## src/rtl/regfile_pkg.sv

```systemverilog
// Shared constants for the MIPS-lite register file: architectural register
// indices, index width and the default reset values of $gp and $sp.
package regfile_pkg;

    localparam int REG_IDX_W = 5;

    localparam logic [REG_IDX_W-1:0] REG_ZERO = 5'd0;
    localparam logic [REG_IDX_W-1:0] REG_GP   = 5'd28;
    localparam logic [REG_IDX_W-1:0] REG_SP   = 5'd29;
    localparam logic [REG_IDX_W-1:0] REG_RA   = 5'd31;

    localparam logic [31:0] SP_INIT_DEF = 32'h0000_3FFC;
    localparam logic [31:0] GP_INIT_DEF = 32'h0000_1800;

endpackage

```

## src/rtl/regfile_read_port.sv

```systemverilog
// One combinational read port: $0 and out-of-range indices read as zero.
// With REGFILE_BYPASS_EN defined, same-cycle write data is forwarded.
module regfile_read_port
    import regfile_pkg::*;
#(
    parameter int DATA_W = 32,
    parameter int NREGS  = 32
) (
    input  logic [REG_IDX_W-1:0] rd_addr,
    input  logic [DATA_W-1:0]    regs [NREGS],
    input  logic                 wr_en,
    input  logic [REG_IDX_W-1:0] wr_addr,
    input  logic [DATA_W-1:0]    wr_data,
    input  logic                 link_en,
    input  logic [DATA_W-1:0]    link_data,
    output logic [DATA_W-1:0]    rd_data
);

    logic in_range;
    assign in_range = (int'(rd_addr) < NREGS) && (rd_addr != REG_ZERO);

    always_comb begin
        rd_data = '0;
        if (in_range) begin
            rd_data = regs[rd_addr];
`ifdef REGFILE_BYPASS_EN
            // Forwarding mirrors write priority: the link write owns $31.
            if (link_en && (rd_addr == REG_RA)) begin
                rd_data = link_data;
            end else if (wr_en && (wr_addr == rd_addr)) begin
                rd_data = wr_data;
            end
`endif
        end
    end

`ifndef REGFILE_BYPASS_EN
    logic unused_bypass;
    assign unused_bypass = ^{wr_en, wr_addr, wr_data, link_en, link_data};
`endif

endmodule

```

## src/rtl/reg_file32.sv

```systemverilog
// MIPS-lite general-purpose register file: two combinational read ports,
// one write-back port plus a $31 link port. Optional macro: REGFILE_BYPASS_EN.
module reg_file32
    import regfile_pkg::*;
#(
    parameter int                 DATA_W  = 32,
    parameter int                 NREGS   = 32,
    parameter logic [DATA_W-1:0]  SP_INIT = SP_INIT_DEF,
    parameter logic [DATA_W-1:0]  GP_INIT = GP_INIT_DEF
) (
    input  logic                 clk,
    input  logic                 reset,
    input  logic [REG_IDX_W-1:0] rs_addr,
    input  logic [REG_IDX_W-1:0] rt_addr,
    output logic [DATA_W-1:0]    rs_data,
    output logic [DATA_W-1:0]    rt_data,
    input  logic                 wr_en,
    input  logic [REG_IDX_W-1:0] wr_addr,
    input  logic [DATA_W-1:0]    wr_data,
    input  logic                 link_en,
    input  logic [DATA_W-1:0]    link_data
);

    logic [DATA_W-1:0] regs [NREGS];

    genvar gi;
    generate
        for (gi = 0; gi < NREGS; gi++) begin : g_reg
            if (gi == 0) begin : g_zero
                assign regs[gi] = '0;
            end else begin : g_flop
                localparam logic [REG_IDX_W-1:0] IDX = REG_IDX_W'(gi);
                localparam logic [DATA_W-1:0] RST_VAL =
                    (IDX == REG_SP) ? SP_INIT :
                    (IDX == REG_GP) ? GP_INIT : '0;

                logic              link_hit;
                logic              wr_hit;
                logic [DATA_W-1:0] q_reg;

                assign link_hit = link_en && (IDX == REG_RA);
                assign wr_hit   = wr_en && (wr_addr == IDX);

                // Link takes priority so a colliding write-back to $31 is lost.
                always_ff @(posedge clk or posedge reset) begin
                    if (reset) begin
                        q_reg <= RST_VAL;
                    end else if (link_hit) begin
                        q_reg <= link_data;
                    end else if (wr_hit) begin
                        q_reg <= wr_data;
                    end
                end

                assign regs[gi] = q_reg;
            end
        end
    endgenerate

    regfile_read_port #(
        .DATA_W (DATA_W),
        .NREGS  (NREGS)
    ) u_rs_port (
        .rd_addr   (rs_addr),
        .regs      (regs),
        .wr_en     (wr_en),
        .wr_addr   (wr_addr),
        .wr_data   (wr_data),
        .link_en   (link_en),
        .link_data (link_data),
        .rd_data   (rs_data)
    );

    regfile_read_port #(
        .DATA_W (DATA_W),
        .NREGS  (NREGS)
    ) u_rt_port (
        .rd_addr   (rt_addr),
        .regs      (regs),
        .wr_en     (wr_en),
        .wr_addr   (wr_addr),
        .wr_data   (wr_data),
        .link_en   (link_en),
        .link_data (link_data),
        .rd_data   (rt_data)
    );

endmodule

```

## config.mk

```make
export PLATFORM = sky130hd
export DESIGN_NAME = reg_file32
export DESIGN_NICKNAME = d
export VERILOG_FILES = /design/src/rtl/regfile_pkg.sv /design/src/rtl/regfile_read_port.sv /design/src/rtl/reg_file32.sv
export SDC_FILE = /design/constraint.sdc
export NUM_CORES = 2
export LEC_CHECK = 0
export BUFFER_PORTS_ARGS = -buffer_cell sky130_fd_sc_hd__buf_4
export CAP_MARGIN = 20
export CORE_ASPECT_RATIO = 0.7
export CORE_UTILIZATION = 40
export DETAILED_ROUTE_END_ITERATION = 16
export GPL_TIMING_DRIVEN = 0
export HOLD_SLACK_MARGIN = 0.03
export PLACE_DENSITY_LB_ADDON = 0.25
export RECOVER_POWER = 100
export SYNTH_ARGS = -nofsm -noshare
export SYNTH_HDL_FRONTEND = slang
export SYNTH_SLANG_ARGS = --single-unit
export TNS_END_PERCENT = 20
```

## constraint.sdc

```tcl
create_clock -name clk -period 40.4 [get_ports clk]
set_input_delay 2.02 -clock clk [delete_from_list [all_inputs] [get_ports clk]]
set_output_delay 2.02 -clock clk [all_outputs]
set_load 0.01 [all_outputs]
```

==> results.json <==
{
  "timing.final.crit_share": 0.441,
  "r2r_end": "g_reg[13].g_flop.q_reg[14]",
  "place_ws_ns": 32.74,
  "r2r_start": "g_reg[13].g_flop.q_reg[14]",
  "cts_root_buf": "clkbuf_16",
  "antenna_left": 0,
  "cts_buffers": 102,
  "skew_ns": 0,
  "slew_violations": 1019,
  "wl_um": 224000,
  "setup_ws_ns": 22.57,
  "ir_drop_mv": 0.0331,
  "fin_cells": 6260,
  "tns_ns": 0,
  "clk_pin_slew_ns": 0.06,
  "drt-pass1-iter-count": 6,
  "syn2layout_area_growth_pct": 12.4,
  "grt_overflow": 0,
  "start_util": 0.404,
  "clockBufferDepth": 3,
  "final_nets": 4482,
  "die_area_mm2": 0.136,
  "postPlaceCellArea_mm2": 0.0576,
  "cts_setup_buffers": 0,
  "die_y_um": 309,
  "synth_seq_area_share": 0.461,
  "antenna_found_initial": 7,
  "synth_cell_types": 38,
  "grt.total_usage": 0.325,
  "core_area_mm2": 0.134,
  "dieWidth_um": 441,
  "power.density_mw_per_mm2": 49.9,
  "worst-path-max-fanout": 120,
  "clkLatencyLatePin_ns": 0.72,
  "worstMarginPinSlew_ns": 6.67,
  "port_buffers": 139,
  "synth_xor_area_frac": 0,
  "synth_compound_area_frac": 0.0629,
  "synth_mux_area_frac": 0.407,
  "hp-class": "reg2reg",
  "cts_hold_buf": 0,
  "hold_depth": 1,
  "worstSetupStartpointType": "primary input",
  "leakagePower_uw": 0.0268,
  "status": "complete, but fails checks",
  "r2r_slack_ns": 39.41,
  "end_kind": "async pin",
  "drive_above_1_share": 0.359,
  "final_area_mm2": 0.0606,
  "holdWs_ns": 0.509,
  "fin_crit_ns": 17.83,
  "cts_resized": 0,
  "max_freq_mhz": 56.1,
  "path_class": "in2async",
  "synthSimpleGateAreaFrac": 0.0303,
  "violations": "capacitance limit, slew limit",
  "synth_top_area_cell": "dfrtp_1",
  "worstHoldEndpoint": "g_reg[12].g_flop.q_reg[27]",
  "arrival_ns": 17.08,
  "yosys_most_used_dff": "dfrtp_1",
  "h-tree-depth": 3,
  "drc": 0,
  "grt_pass1_vias": 38453,
  "cts_sinks": 992,
  "grt_start_max_net_pins": 123,
  "post-place-cells": 6054,
  "reg2regPathDepth": 1,
  "synth_edf_count": 0,
  "maxCapViolCount": 11,
  "wire_per_inst_um": 35.8,
  "rows": 112,
  "synth_top_family_by_area": "multiplexers",
  "synth_fa_ha_area_frac": 0,
  "hold_viol": 0,
  "drt_iter0_drc": 5573,
  "rsz0062_at_grt": "no",
  "slew_headroom": -3.45,
  "yosysMostFrequentCell": "mux2_2",
  "synth_area_mm2": 0.0539,
  "crit_required_ns": 39.66,
  "setup_violations": 0,
  "syn_inst": 4125,
  "grt_pass1_wl_um": 309000,
  "cts_tree": "built",
  "synth_nets": 4208,
  "min_from": "g_reg[12].g_flop.q_reg[27]",
  "async_flop_share": 1.00,
  "hpwl_um": 162000,
  "avgSynthCellArea_um2": 13.1,
  "yosys_warnings": 0,
  "drt-vias-per-instance": 6.43,
  "largest_reg_flops": 992,
  "via_count": 40275,
  "yosys-top-cells-count": "1080 x mux2_2, 978 x dfrtp_1, 640 x mux2i_1",
  "ios": 147,
  "ys_top_cells_by_area": "dfrtp_1 45%, mux2_2 23%, mux2i_1 12%",
  "synth-seq-cells": 992,
  "synth_top_cell_area_share": 0.454,
  "gp_congestion": 0.984
}
-- where the power goes --
part / internal, uW / leakage, uW / switching (uW)
logic: 329 / 0.0124 / 342
clock network: 573 / 0.00173 / 438
registers: 1190 / 0.0126 / 156
total: 2090 / 0.0268 / 936
-- worst max path at each step --
stage | start | end | slack (ns) | depth (start not counted)
global placement | reset | g_reg[27].g_flop.q_reg[22] | -2.09 | 2
floorplan | reset | g_reg[10].g_flop.q_reg[0] | 10.49 | 1
CTS | rs_addr[2] | rs_data[14] | 32.73 | 8
global route | reset | g_reg[31].g_flop.q_reg[11] | 19.51 | 5
finish | reset | g_reg[29].g_flop.q_reg[25] | 22.57 | 5
detailed placement | rs_addr[2] | rs_data[14] | 32.74 | 8
-- stage by stage --
stage,power (uW),util
2_1_floorplan,1760,-
3_3_place_gp,1990,0.428
3_5_place_dp,2010,0.431
4_1_cts,3010,0.458
5_1_grt,3120,0.454
6_report,3030,0.454
-- cell families (layout without fill, tap and decap cells) --
family	count (synthesis)	after routing
other	0	6
flip-flops	992	992
buffers and inverters	441	803
AND/OR/NAND/NOR	339	339
AO/OA/AOI/OAI	481	481
multiplexers	1872	1872
-- worst max-delay path, cell delays in order --
cell	delay, ns
clkbuf_4	0.11
clkinvlp_2	1.58
clkbuf_1	3.29
clkbuf_1	4.84
clkbuf_1	4.81
-- metal layers --
| metal | GRT usage | vias to the layer above | wire length (um) |
|---|---|---|---|
| met2 | 0.429 | 2438 | 88700 |
| met5 | 0 | - | 0 |
| met1 | 0.460 | 21154 | 95800 |
| met4 | 0.108 | 0 | 8430 |
| met3 | 0.152 | 422 | 31600 |
| li1 | - | 16261 | - |
-- layout make-up --
| cell class | instances | area [um2] |
|---|---|---|
| sequential | 992 | 24800 |
| multi-input combinational | 2692 | 27000 |
| antenna | 6 | 15.0 |
| fill | 12195 | 72900 |
| clock inverter | 37 | 393 |
| buffer | 438 | 1950 |
| clock buffer | 155 | 3100 |
| tap | 1767 | 2210 |
| timing repair buffer | 170 | 1100 |
| inverter | 3 | 12.5 |
-- cell usage in the layout, fill, tap and decap left out, types with 3 or more instances in the layout --
master,synthesis,final
clkinvlp_4,0,4
mux4_1,16,16
a221o_1,64,64
a21oi_1,31,31
buf_8,2,14
a31oi_1,18,18
clkinv_2,0,23
nand4b_1,3,3
diode_2,0,6
a221oi_2,7,7
dfstp_2,14,14
o22ai_1,256,256
a32oi_1,31,31
nor3_1,178,178
nand3_1,4,4
nand2_1,98,98
or2_2,3,3
a221oi_1,25,25
nand2b_1,24,24
buf_1,19,15
bufinv_16,0,7
clkbuf_16,0,105
nor2b_1,7,7
nor3b_1,2,3
clkbuf_8,0,28
nor2_1,13,13
mux2_2,1080,1079
or3_1,3,3
o21ai_0,32,32
dfrtp_1,978,978
buf_4,34,116
mux4_2,128,128
buf_6,11,11
clkbuf_1,215,404
mux2i_1,640,640
mux2_1,8,9
a211oi_1,17,17
buf_2,157,68
No activity file was read; power rests on OpenSTA's default activity.
